**src/rtl/shift_issue_ctrl.sv**
```systemverilog
// shift_issue_ctrl: accepts shift requests, sequences the sq_shift
// clear/enable/operand inputs, waits for completion (or a timeout) and
// returns the result or an error over a valid/ready response channel.
// Illegal opcodes and zero-amount shifts are answered without using the shifter.
module shift_issue_ctrl #(
    parameter int OP_SZ   = 32,
    parameter int TIMEOUT = 40
) (
    input  logic                     clk,
    input  logic                     reset,
    input  logic                     req_valid,
    output logic                     req_ready,
    input  logic [3:0]               req_op,
    input  logic [OP_SZ-1:0]         req_data,
    input  logic [$clog2(OP_SZ)-1:0] req_amt,
    output logic                     rsp_valid,
    input  logic                     rsp_ready,
    output logic [OP_SZ-1:0]         rsp_data,
    output logic [1:0]               rsp_err,
    output logic                     sh_en,
    output logic [3:0]               sh_op,
    output logic                     sh_reset,
    output logic [OP_SZ-1:0]         sh_data,
    output logic [$clog2(OP_SZ)-1:0] sh_shift_value,
    input  logic [OP_SZ-1:0]         sh_out,
    input  logic                     sh_op_done
);

    localparam int AMT_W = $clog2(OP_SZ);
    localparam int CNT_W = $clog2(TIMEOUT);
    localparam logic [CNT_W-1:0] CNT_LAST = CNT_W'(TIMEOUT - 1);

    localparam logic [1:0] ERR_OK      = 2'b00;
    localparam logic [1:0] ERR_ILLEGAL = 2'b01;
    localparam logic [1:0] ERR_TIMEOUT = 2'b10;

    localparam logic [3:0] OP_SLL = 4'd8;
    localparam logic [3:0] OP_SRL = 4'd9;
    localparam logic [3:0] OP_SRA = 4'd10;

    typedef enum logic [1:0] {
        IDLE,
        LOAD,
        RUN,
        RESP
    } state_t;

    state_t             r_state;
    state_t             w_next;
    logic [3:0]         r_op;
    logic [OP_SZ-1:0]   r_data;
    logic [AMT_W-1:0]   r_amt;
    logic [OP_SZ-1:0]   r_rsp_data;
    logic [1:0]         r_rsp_err;
    logic [CNT_W-1:0]   r_cnt;
    logic               w_accept;
    logic               w_legal;
    logic               w_zero_amt;
    logic               w_timeout;

    assign w_accept   = req_valid && (r_state == IDLE);
    assign w_legal    = (req_op == OP_SLL) || (req_op == OP_SRL) || (req_op == OP_SRA);
    assign w_zero_amt = (req_amt == '0);
    assign w_timeout  = (r_cnt == CNT_LAST);

    assign sh_op          = r_op;
    assign sh_data        = r_data;
    assign sh_shift_value = r_amt;
    assign rsp_data       = r_rsp_data;
    assign rsp_err        = r_rsp_err;

    // State register; reset drops any in-flight op and parks in IDLE.
    always_ff @(posedge clk or negedge reset) begin
        if (!reset) begin
            r_state <= IDLE;
        end else begin
            r_state <= w_next;
        end
    end

    // Next-state logic and the handshake/shifter controls decoded from state.
    always_comb begin
        w_next    = r_state;
        req_ready = 1'b0;
        rsp_valid = 1'b0;
        sh_en     = 1'b0;
        sh_reset  = 1'b1;
        case (r_state)
            IDLE: begin
                req_ready = 1'b1;
                if (w_accept) begin
                    w_next = (!w_legal || w_zero_amt) ? RESP : LOAD;
                end
            end
            LOAD: begin
                sh_en  = 1'b1;
                w_next = RUN;
            end
            RUN: begin
                sh_en    = 1'b1;
                sh_reset = 1'b0;
                if (sh_op_done || w_timeout) begin
                    w_next = RESP;
                end
            end
            RESP: begin
                rsp_valid = 1'b1;
                if (rsp_ready) begin
                    w_next = IDLE;
                end
            end
            default: w_next = IDLE;
        endcase
    end

    // Operand registers, loaded only on the accept cycle and held through RUN.
    always_ff @(posedge clk or negedge reset) begin
        if (!reset) begin
            r_op   <= '0;
            r_data <= '0;
            r_amt  <= '0;
        end else if (w_accept) begin
            r_op   <= req_op;
            r_data <= req_data;
            r_amt  <= req_amt;
        end
    end

    // Response capture and RUN timeout counter; done beats timeout on the last cycle.
    always_ff @(posedge clk or negedge reset) begin
        if (!reset) begin
            r_rsp_data <= '0;
            r_rsp_err  <= ERR_OK;
            r_cnt      <= '0;
        end else begin
            case (r_state)
                IDLE: begin
                    if (w_accept) begin
                        if (!w_legal) begin
                            r_rsp_data <= '0;
                            r_rsp_err  <= ERR_ILLEGAL;
                        end else if (w_zero_amt) begin
                            r_rsp_data <= req_data;
                            r_rsp_err  <= ERR_OK;
                        end
                    end
                end
                LOAD: begin
                    r_cnt <= '0;
                end
                RUN: begin
                    if (sh_op_done) begin
                        r_rsp_data <= sh_out;
                        r_rsp_err  <= ERR_OK;
                    end else if (w_timeout) begin
                        r_rsp_data <= '0;
                        r_rsp_err  <= ERR_TIMEOUT;
                    end else begin
                        r_cnt <= r_cnt + CNT_W'(1);
                    end
                end
                default: ;
            endcase
        end
    end

endmodule

```
**config.mk**
```make
export PLATFORM = sky130hd
export DESIGN_NAME = shift_issue_ctrl
export DESIGN_NICKNAME = d
export VERILOG_FILES = /design/src/rtl/shift_issue_ctrl.sv
export SDC_FILE = /design/constraint.sdc
export NUM_CORES = 1
export LEC_CHECK = 0
export ABC_AREA = 1
export CORE_ASPECT_RATIO = 1.4
export CORE_UTILIZATION = 30
export DETAILED_ROUTE_END_ITERATION = 8
export PLACE_DENSITY = 0.66
export SYNTH_ARGS = -nofsm -noshare
export SYNTH_HDL_FRONTEND = slang
export SYNTH_SLANG_ARGS = --single-unit
```
**constraint.sdc**
```tcl
create_clock -name clk -period 1.9 [get_ports clk]
set_clock_uncertainty 0.2 [all_clocks]
set_input_delay 0.38 -clock clk [delete_from_list [all_inputs] [get_ports clk]]
set_output_delay 0.38 -clock clk [all_outputs]
set_load 0.01 [all_outputs]
```
==> flow_metrics.env <==
export IMPL_fin_crit_sh_pct=98.0
export IMPL_clkTransAtPathRegs_ns=0.07
export IMPL_worstMarginPinSlew_ns=0.391
export IMPL_yosys_warnings=0
export IMPL_clk_insertion_delay_late_ns=0.33
export IMPL_drt_pass1_iterations=4
export IMPL_htreeDepth=3
export IMPL_drc_errors=0
export IMPL_n_antenna_cell=0
export IMPL_synthToLayoutAreaGrowth_pct=60.1
export IMPL_synth_edff_count=0
export IMPL_power_density_nw_per_um2=1550
export IMPL_rows=50
export IMPL_nets=696
export IMPL_num_io_pins=157
export IMPL_die_y_um=140
export IMPL_tns_ns=0
export IMPL_fmax_ghz=0.537
export IMPL_crit_chain="clkdlybuf4s50_1"
export IMPL_slew_headroom_pct=73.9
export IMPL_critPathSlowestCell="clkdlybuf4s50_1"
export IMPL_routed_wl_mm=12.4
export IMPL_cp_startpoint="rsp_data[0]"
export IMPL_r2r_start="r_state[0]"
export IMPL_wl_per_cell_um=15.6
export IMPL_ir_drop_mv=1.01
export IMPL_cp_max_fo=2
export IMPL_fin_cells=799
export IMPL_gp_congestion=0.767
export IMPL_post_synth_top_area_cell="dfrtp_1"
export IMPL_yosys_area_top_type_share_pct=50.7
export IMPL_async_flop_share_pct=100
export IMPL_avgSynthCellArea_um2=9.37
export IMPL_crit_buf_inv=1
export IMPL_post_place_ws_ns=-0.116
export IMPL_cts_root_buf="clkbuf_16"
export IMPL_drt_iter0_markers=144
export IMPL_vias=3737
export IMPL_dp_cells=778
export IMPL_coreArea_um2=13300
export IMPL_clockBufferDepth=2
export IMPL_fin_util_pct=49.2
export IMPL_synth_cell_types=24
export IMPL_finalSetupViolations=0
export IMPL_synth_compound_area_share_pct=1.19
export IMPL_dp_hpwl_mm=9.14
export IMPL_tritoncts="yes"
export IMPL_via_per_inst=4.68
export IMPL_muxShareOfSynthArea_pct=10.7
export IMPL_grt_pass1_vias=3822
export IMPL_ys_seq_elements=83
export IMPL_crit_type="reg2out"
export IMPL_fin_crit_ns=1.86
export IMPL_run_status="finished, final reports clean"
export IMPL_synth_fa_ha_area_share_pct=1.83
export IMPL_synth_xor_area_share_pct=0
export IMPL_grt_ovfl_total=0
export IMPL_syn_area_um2=4100
export IMPL_synth_fp_nets=521
export IMPL_fp_dieW_um=101
export IMPL_leakage_nw=3.10
export IMPL_grt_max_degree=49
export IMPL_cpPeakStageDelay_ns=0.60
export IMPL_netlist_instances=437
export IMPL_final_area_um2=6560
export IMPL_finalHoldViolations=0
export IMPL_synth_flop_cell="dfrtp_1"
export IMPL_drtAntennaViolNets=0
export IMPL_clock_sinks=83
export IMPL_portBuffers=156
export IMPL_grtUsageTotal_pct=17.8
export IMPL_die_area_um2=14100
export IMPL_max_cap_violations=0
export IMPL_rsz0062_at_grt="true"
export IMPL_r2r_slack_ns=0.07
export IMPL_cp_end_kind="output pin"
export IMPL_min_path_type="in2async"
export IMPL_drive_gt1_share_pct=23.5
export IMPL_arrival_ns=1.28
export IMPL_grt_first_pass_wirelength_mm=19.2
export IMPL_cts_buffers=9
export IMPL_slew_viol_final=0
export IMPL_required_ns=1.32
export IMPL_finalWorstSetupSlack_ns=0.0388
export IMPL_synth_top_family_by_area="simple AND/OR/NAND/NOR gates"
export IMPL_place_area_um2=6080
export IMPL_ys_seq_area_share_pct=50.7
export IMPL_start_util_pct=30.7
export IMPL_synth_simple_area_share_pct=29.6
export IMPL_yosys_top_cells_area="dfrtp_1 51%, nand3_1 13%, mux2_2 11%"
export IMPL_antenna_found_initial=0
export IMPL_cp_top_family="buffers and inverters"
export IMPL_start_kind="register"
[Yosys cell counts (all sizes together), types with 2 or more instances]
library cell    n
nand2         133
nor3            2
nand4           2
ha              6
clkbuf          2
buf            25
nand3         104
o21ai           7
inv            20
mux2           39
nor2           11
dfrtp          83
[metal layers]
layer,part of all wire [%],GRT usage [%]
met1,38,19.6
met2,53,31.9
met3,4.7,3.64
met4,3.5,9.15
met5,0,0
[worst reg2reg max path: stages (launching register included)]
cell     delay (ns)
dfrtp_1        0.39
inv_2          0.12
ha_4           0.16
inv_2          0.04
buf_4          0.14
nor2_4         0.11
nand2_4        0.08
nand2_4        0.09
inv_8          0.05
buf_12         0.16
nand3_1        0.11
nand2_1        0.06
[cells in the final DEF, fill, tap and decap left out, types with 3 or more instances in the layout]
cell             netlist  routed
clkdlybuf4s50_1        0     148
nand3_1              103      99
nand2_1               97      95
dfrtp_1               83      83
mux2_2                39      39
nand2_2               32      34
buf_4                  3      22
inv_1                 17      15
clkbuf_16              0      11
buf_12                 0      10
nor2_1                 9       9
o21ai_0                7       6
nand3_2                1       5
inv_2                  2       4
ha_1                   6       4
nand2_4                4       3
bufinv_16              0       3
dlymetal6s2s_1         0       3
[cell type report]
class / instances / area (µm²)
fill: 1255 / 6770
sequential: 83 / 2080
timing repair buffer: 191 / 1980
multi-input combinational: 306 / 1840
clock buffer: 10 / 239
tap: 182 / 228
clock inverter: 6 / 111
inverter: 21 / 86.3
[sequential cells by signal, summed over array words and instances (netlist names)]
signal / cells
rsp_data: 32
sh_op: 4
r_state: 2
sh_shift_value: 5
r_cnt: 6
sh_data: 32
rsp_err: 2
[report_power, final]
group | switching, mW | internal (mW)
clock | 0.712 | 1.32
sequential | 0.380 | 2.44
combinational | 2.50 | 2.78
total | 3.59 | 6.55
[kinds of logic after synthesis]
group / count (synthesis)
fa+ha+maj: 6
mux: 39
buf+inv: 48
simple gates: 252
flops: 83
compound gates: 9
[path summary, 6_finish.rpt]
kind                                 to  cells after the start
max reg2reg                 rsp_data[1]                     11
min in group clk           rsp_data[16]                      2
min reg2reg                rsp_data[16]                      2
max                         rsp_data[0]                      1
max in group asynchronous  rsp_data[29]                      3
min                         sh_data[18]                      2
[what timing repair did]
item | 4_1_cts | 5_1_grt
gates cloned | 0 | 2
hold endpoints to repair | 13 | 0
pin swaps | 0 | 0
buffers inserted | 0 | 2
setup endpoints to repair | 5 | 40
hold buffers | 1 | 0
gates resized for setup | 11 | 18
[metrics by stage]
stage	hold slack [ns]	power [mW]
floorplan	-0.116	5.31
global placement	0.0512	7.76
detailed placement	0.0564	7.88
CTS	0.242	9.95
global route	0.236	10.7
finish	0.242	10.1
No activity file was read; power rests on OpenSTA's default activity.
